[config.mk]
export PLATFORM = sky130hd
export DESIGN_NAME = mem_bist_initiator
export DESIGN_NICKNAME = d
export VERILOG_FILES = /design/src/rtl/mem_bist_initiator.sv
export SDC_FILE = /design/constraint.sdc
export NUM_CORES = 1
export LEC_CHECK = 0
export CORE_MARGIN = 3
export CORE_UTILIZATION = 62
export DETAILED_ROUTE_END_ITERATION = 12
export DONT_BUFFER_PORTS = 1
export PLACE_DENSITY = 0.78
export SETUP_SLACK_MARGIN = 0.02
export SLEW_MARGIN = 20
export SYNTH_ARGS = -nofsm -noshare
export SYNTH_HDL_FRONTEND = slang
export SYNTH_SLANG_ARGS = --single-unit
[constraint.sdc]
create_clock -name clk -period 8.1 [get_ports clk]
set_input_delay 2.025 -clock clk [delete_from_list [all_inputs] [get_ports clk]]
set_output_delay 2.025 -clock clk [all_outputs]
set_load 0.005 [all_outputs]
[src/rtl/mem_bist_initiator.sv]
// mem_bist_initiator: write/read-back memory self-test driving the data-memory client port; reports pass, error count and first failing address
module mem_bist_initiator #(
  parameter int MEM_WIDTH = 32,
  parameter int MEM_SIZE = 256,
  parameter int ADDR_WIDTH = 8,
  parameter int READ_LATENCY = 1
) (
  input  logic                  clk,
  input  logic                  reset,
  input  logic                  start,
  input  logic [ADDR_WIDTH:0]   num_words,
  input  logic [MEM_WIDTH-1:0]  seed,
  output logic [ADDR_WIDTH-1:0] addr,
  output logic [MEM_WIDTH-1:0]  data_write,
  output logic                  write_en,
  output logic                  read_en,
  input  logic [MEM_WIDTH-1:0]  data_read,
  output logic                  busy,
  output logic                  done,
  output logic                  pass,
  output logic [ADDR_WIDTH:0]   err_count,
  output logic [ADDR_WIDTH-1:0] first_err_addr
);
  localparam int CW = ADDR_WIDTH + 1;
  localparam int LAST = READ_LATENCY - 1;
  typedef enum logic [2:0] {IDLE, WRITE, READ, DRAIN, DONE} state_t;
  state_t state, nxt_state;
  logic [CW-1:0] i, nxt_i, n_q, nxt_n, n_clamp, nxt_err;
  logic [MEM_WIDTH-1:0] seed_q, nxt_seed;
  logic [ADDR_WIDTH-1:0] nxt_first;
  logic accept, mism, last_i;
  logic pv [READ_LATENCY];
  logic [MEM_WIDTH-1:0] pe [READ_LATENCY];
  logic [ADDR_WIDTH-1:0] pa [READ_LATENCY];
  assign n_clamp = num_words > CW'(MEM_SIZE) ? CW'(MEM_SIZE) : num_words;
  assign accept = start && (state == IDLE || state == DONE);
  assign mism = pv[LAST] && data_read != pe[LAST];
  assign last_i = i == n_q - CW'(1);
  always_comb begin
    nxt_state = state;
    nxt_i = i;
    nxt_n = n_q;
    nxt_seed = seed_q;
    nxt_err = err_count;
    nxt_first = first_err_addr;
    if (mism) begin
      nxt_err = &err_count ? err_count : err_count + CW'(1);
      nxt_first = err_count == '0 ? pa[LAST] : first_err_addr;
    end
    if (accept) begin
      nxt_n = n_clamp;
      nxt_seed = seed;
      nxt_err = '0;
      nxt_first = '0;
      nxt_i = '0;
      nxt_state = n_clamp == '0 ? DONE : WRITE;
    end else begin
      case (state)
        WRITE: begin
          nxt_i = last_i ? '0 : i + CW'(1);
          nxt_state = last_i ? READ : WRITE;
        end
        READ: begin
          nxt_i = last_i ? '0 : i + CW'(1);
          nxt_state = last_i ? DRAIN : READ;
        end
        DRAIN: begin
          nxt_i = i == CW'(LAST) ? '0 : i + CW'(1);
          nxt_state = i == CW'(LAST) ? DONE : DRAIN;
        end
        default: ;
      endcase
    end
  end
  always_ff @(posedge clk or posedge reset)
    if (reset) begin
      state <= IDLE;
      i <= '0;
      n_q <= '0;
      seed_q <= '0;
      addr <= '0;
      data_write <= '0;
      write_en <= 1'b0;
      read_en <= 1'b0;
      busy <= 1'b0;
      done <= 1'b0;
      pass <= 1'b0;
      err_count <= '0;
      first_err_addr <= '0;
    end else begin
      state <= nxt_state;
      i <= nxt_i;
      n_q <= nxt_n;
      seed_q <= nxt_seed;
      addr <= (nxt_state == WRITE || nxt_state == READ) ? nxt_i[ADDR_WIDTH-1:0] : '0;
      data_write <= nxt_state == WRITE ? nxt_seed + MEM_WIDTH'(nxt_i) : '0;
      write_en <= nxt_state == WRITE;
      read_en <= nxt_state == READ;
      busy <= nxt_state == WRITE || nxt_state == READ || nxt_state == DRAIN;
      done <= nxt_state == DONE;
      pass <= nxt_state == DONE && nxt_err == '0;
      err_count <= nxt_err;
      first_err_addr <= nxt_first;
    end
  always_ff @(posedge clk or posedge reset)
    if (reset) begin
      for (int k = 0; k < READ_LATENCY; k++) begin
        pv[k] <= 1'b0;
        pe[k] <= '0;
        pa[k] <= '0;
      end
    end else begin
      pv[0] <= read_en;
      pe[0] <= seed_q + MEM_WIDTH'(addr);
      pa[0] <= addr;
      for (int k = 1; k < READ_LATENCY; k++) begin
        pv[k] <= pv[k-1];
        pe[k] <= pe[k-1];
        pa[k] <= pa[k-1];
      end
    end
endmodule

After elaboration in Yosys (flattened, before gate mapping)
Cells that the tools add are included.

$lt $le $gt $ge: 1. Equal/unequal tests: 10. Add/sub/neg operators: 5. Reduce and logical (&&, ||, !) cells: 16. Multiplexer cells: 20.

Operators by type and width (number): 32-bit two-way mux (2); 9-bit two-way mux (7); 9-bit logical NOT (4); 32-bit by 8-bit adder with 32-bit output (1); 32-bit by 9-bit adder with 32-bit output (1); 8-bit two-way mux (4); 32-bit inequality test (1); 9-bit by 1-bit adder with 9-bit output (second input constant) (2); 9-bit one-hot mux with 2 select lines (1); 3-bit by 2-bit equality test with 1-bit output (second input constant) (4); 9-bit equality test (1); 9-bit greater-than comparator (second input constant) (1); 3-bit two-way mux (3); 3-bit one-hot mux with 3 select lines (1); 9-bit AND reduction (1); 9-bit by 1-bit subtractor with 9-bit output (second input constant) (1); 3-bit by 1-bit equality test with 1-bit output (second input constant) (2); 3-bit equality test (second input constant) (2); 2-bit nonzero test (2); 1-bit logical AND (3); 3-bit logical NOT (1); 1-bit logical OR (3); 2-bit two-way mux (1); 2-bit AND reduction (1); other kinds (2) (2).

Register bits after elaboration: 156. Output and inout port bits: 62.

Depth between registers and ports, before layout
Depth in word-level cells: 8. Gate-level depth with buffers: 20. Mapped depth without buffers: 20.

Worst setup path before layout
Ideal clock, no wire load.

Kind: input-to-reg. From: input port start. To: register data_write[25]. Required time: 8.023 ns. Path slack: 2.008 ns. Cell stages on the path: 16. Arrival time: 6.014 ns. Library setup time: 0.077 ns. Cells stage by stage: nor3b_1 buf_2 buf_2 buf_1 clkbuf_1 clkbuf_1 clkbuf_1 o21ai_0 ha_1 a21oi_1 o21bai_1 nor4_1 o31ai_1 nand2_1 or4_1 a21oi_1.

Cells in the longest elaborated chain, start to end: 4. Elaborated cells on any way between the ends: 7.

Ends and longest elaborated chain: start: declaration (line 10) `input logic start,`; 1-bit logical AND (line 36) `assign accept = start && (state == IDLE || state == DONE);`; 32-bit two-way mux (line 50) `if (accept) begin`; via nxt_seed[1] (line 29) `logic [MEM_WIDTH-1:0] seed_q, nxt_seed;`; 32-bit by 9-bit adder with 32-bit output (line 96) `data_write <= nxt_state == WRITE ? nxt_seed + MEM_WIDTH'(nxt_i) : '0;`; 32-bit two-way mux (line 96); end signal: assignment (line 96); end: declaration (line 14) `output logic [MEM_WIDTH-1:0] data_write,`.

The timed path passes the listed nets, and every way through them passes these cells. A chain may end at the register's enable or synchronous reset.

Worst setup path in the final report
From: register n_q[0]. To: register data_write[25].

Cells in the longest elaborated chain, start to end: 7. Elaborated cells on any way between the ends: 12.

Ends and longest elaborated chain: start: declaration (line 28) `logic [CW-1:0] i, nxt_i, n_q, nxt_n, n_clamp, nxt_err;`; start signal: assignment (line 93) `n_q <= nxt_n;`; 9-bit by 1-bit subtractor with 9-bit output (line 38) `assign last_i = i == n_q - CW'(1);`; 9-bit equality test (line 38); 9-bit two-way mux (line 60, 64); 9-bit one-hot mux with 2 select lines (line 58) `case (state)`; 9-bit two-way mux (line 50); via nxt_i[4] (line 28); 32-bit by 9-bit adder with 32-bit output (line 96); 32-bit two-way mux (line 96).

The timed path passes the listed nets, and every way through them passes these cells.

==> flow_summary.toml <==
[status]
outcome = "complete, no violations"

[min_path]
worstHoldPathType = "reg -> reg"

[worst_setup_path]
worstPathCellList = "inv_1 -> ha_1 -> or3b_4 -> or3_1 -> a2111oi_2 -> and2_4 -> a21oi_1 -> a311oi_2 -> nor3_1 -> ha_1 -> nand3_1 -> o21bai_1 -> nor4_1 -> o31ai_1 -> nand2_1 -> or4_1 -> a21oi_1"
cp-start-kind = "flop"
worst_r2r_dst = "data_write[25]"
r2r.worst_path.cells = 17
timing.critical_path.fanout_max = 9
max_stage_delay_ns = 0.83
crit_path_top_delay_cell = "sky130_fd_sc_hd__o31ai_1"
critPathCaptureType = "flop"
critical_path_end = "data_write[25]"
r2r_setup_slack_ns = 2.26
reg2reg_from = "n_q[0]"
cp_data_required_time_ns = 8.44
crit_type = "reg -> reg"
crit_arrival_ns = 6.18
critical_path.startpoint = "n_q[0]"

[placement]
detailedPlacementHpwl_um = 13630
placement.io_buffers = 0
pre_cts_ws_ns = 2.311
gp_routability_congestion = 0.9260

[synthesis]
post_synthesis_net_count = 897
post_synth_most_frequent_cells = "sky130_fd_sc_hd__dfrtp_1 (156), sky130_fd_sc_hd__nand2_1 (100), sky130_fd_sc_hd__xnor2_1 (96), sky130_fd_sc_hd__nor2_1 (86), sky130_fd_sc_hd__inv_1 (39)"
synth_async_sr_flop_share_pct = 100.0
synth-seq-area-share_pct = 49.71
synth-main-ff-cell = "sky130_fd_sc_hd__dfrtp_1"
synth_top_area_share_pct = 49.71
synth_xor_xnor_area_share_pct = 13.16
synth_seq_cells = 156
yosys_warnings = 0
syn-instance-count = 797
post_synth_fa_ha_maj_area_fraction_pct = 4.015
netlist-cell-type-count = 57
synthMostInstantiatedCell = "sky130_fd_sc_hd__dfrtp_1"
synth_top_cell_by_area = "sky130_fd_sc_hd__dfrtp_1"
synth_top_family_by_area = "simple AND/OR/NAND/NOR gates"
synthSimpleGateAreaFrac_pct = 20.30
netlist_top_cells_area = "sky130_fd_sc_hd__dfrtp_1 (50%), sky130_fd_sc_hd__xnor2_1 (11%), sky130_fd_sc_hd__nand2_1 (4.8%)"
synth_enable_flop_cells = 0
avgSynthCellArea_um2 = 9.853
synth.area.mux_share_pct = 3.091
synth_compound_gate_area_share_pct = 6.517
syn-cell-area_um2 = 7853

[sta]
setup-tns-final_ns = 0
timing.max_slew.rel_slack_pct = 35.25
worstMarginPinSlew_ns = 0.9630
rsz0062_at_grt = "no"
setup-violations-final = 0
max_freq_mhz = 171.3
finalWorstSetupSlack_ns = 2.262
report.final.slew_viol_count = 0
finalWorstPathRequiredPeriod_ns = 5.838
finalHoldViolCount = 0
final.period_utilization_pct = 72.07
worst_clock_skew_ns = 0.007057

[floorplan]
core_region_area_um2 = 12210
chipHeight_um = 118.5
die_width_um = 118.5
num_io_pins = 138
site_row_count = 40
fp.dieArea_um2 = 14050
start_util_pct = 64.30

[routing]
ant_nets = 0
via_count = 5739
first_pass_iters = 5
dr.first_iter.drc_count = 515
wl_um = 18840
vias_per_cell = 5.892
remaining_drc_errors = 0
route.detailed.wl_per_inst_um = 19.34

[global_routing]
grt_pass1_wl_um = 30570
grt_max_degree = 83
number_of_antenna_violations_at_the_first_check_in_global_routing = 0
globalRoute.totalOverflow = 0
grt_pass1_vias = 5860
grt.total_usage_pct = 27.62

[layout]
fillers = 970
final_nets = 893
antennaDiodeCount = 0
area_growth_syn_to_layout_pct = 9.449
drive_above_1_share_pct = 5.831

[cts]
post_cts.repair.setup_buffers = 0
tritoncts = "yes"
cts_hold_buf = 0
clock_sink_count = 156
numCtsBuffers = 17
cts_max_level = 4
clk_pin_slew_ns = 0.07
cts-root-to-sink-buffers = 2
clk-insertion-delay-late_ns = 0.42
cts_resized = 0
clockRootBuffer = "sky130_fd_sc_hd__clkbuf_16"

[run]
drv_cap = 0

[power]
power_density_nw_per_um2 = 383.2
vdd_drop_max_uv = 234.6
design_power_total_uw = 3293
power.leakage_uw = 0.003899
## power by group
| part | switching (uW) | total [uW] | internal [uW] |
|---|---|---|---|
| Sequential | 264 | 1340 | 1070 |
| Clock | 343 | 808 | 465 |
| Combinational | 675 | 1150 | 474 |
## worst min-delay path by stage
stage	startpoint	to	slack, ns	cells past startpoint
floorplan	read_en	pv	0.38	0
global placement	read_en	pv	0.41	0
detailed placement	read_en	pv	0.42	0
CTS	read_en	pv	0.44	0
global route	read_en	pv	0.45	0
finish	read_en	pv	0.44	0
## through the flow
step / instance area (um2) / cells / util [%] / hold WS (ns)
2_1_floorplan: 7853 / 797 / - / 0.3757
3_3_place_gp: 7990 / 942 / 65.43 / 0.4084
3_5_place_dp: 7990 / 942 / 65.43 / 0.4223
4_1_cts: 8588 / 974 / 70.33 / 0.4378
5_1_grt: 8594 / 974 / 70.38 / 0.4539
6_report: 8594 / 974 / 70.38 / 0.4375
## layout by cell type, fill, tap and decap left out, types with 19 or more instances in the layout
cell and count:
sky130_fd_sc_hd__nand3_1 29, sky130_fd_sc_hd__nand2_1 99, sky130_fd_sc_hd__xnor2_1 96, sky130_fd_sc_hd__inv_1 38
sky130_fd_sc_hd__nor3_1 29, sky130_fd_sc_hd__a21oi_1 21, sky130_fd_sc_hd__nor2_1 86, sky130_fd_sc_hd__mux2i_1 22
sky130_fd_sc_hd__ha_1 22, sky130_fd_sc_hd__xor2_1 22, sky130_fd_sc_hd__dfrtp_1 156, sky130_fd_sc_hd__o21ai_0 19
## critical path, delay by kind of cell (launching register included)
family	cells	cell delay, ns
AOI/OAI and AO/OA	6	2.34
and+or+nand+nor	8	2.26
adders and majority gates	2	0.64
DFF	1	0.41
buffers and inverters	1	0.09
## cell families (layout without fill, tap and decap cells)
kind of cell | count (synthesis) | after routing
AO/OA/AOI/OAI | 77 | 77
XOR/XNOR | 118 | 118
adder cells (fa/ha/maj) | 24 | 24
buffers and inverters | 65 | 74
flip-flops | 156 | 156
multiplexers | 24 | 24
AND/OR/NAND/NOR | 333 | 333
## flip-flops by register name, summed over array words and instances, names as in the netlist
signal and flops:
state 3, read_en 1, n_q 9, i 9
err_count 9, done 1, busy 1, pa 8
write_en 1, pv 1, pass 1, pe 32
first_err_addr 8, seed_q 32, addr 8, data_write 32
## layout make-up
class	count	area [um2]	area share [%]
clock inverter	15	172.7	2.009
tap	168	210.2	2.446
multi-input combinational	576	3705	43.11
sequential	156	3904	45.42
inverter	39	151.4	1.762
clock buffer	17	425.4	4.950
timing repair buffer	3	26.28	0.3057
## routing by layer
| layer | wire length [um] | vias up | share of wire (%) | global-route usage [%] |
|---|---|---|---|---|
| li1 | - | 2678 | - | - |
| met4 | 372 | 0 | 2.0 | 9.269 |
| met1 | 7746 | 2807 | 41 | 36.00 |
| met2 | 9534 | 224 | 51 | 45.47 |
| met3 | 1184 | 30 | 6.3 | 6.842 |
| met5 | 0 | - | 0 | 0 |
No activity file was read; power rests on OpenSTA's default activity.
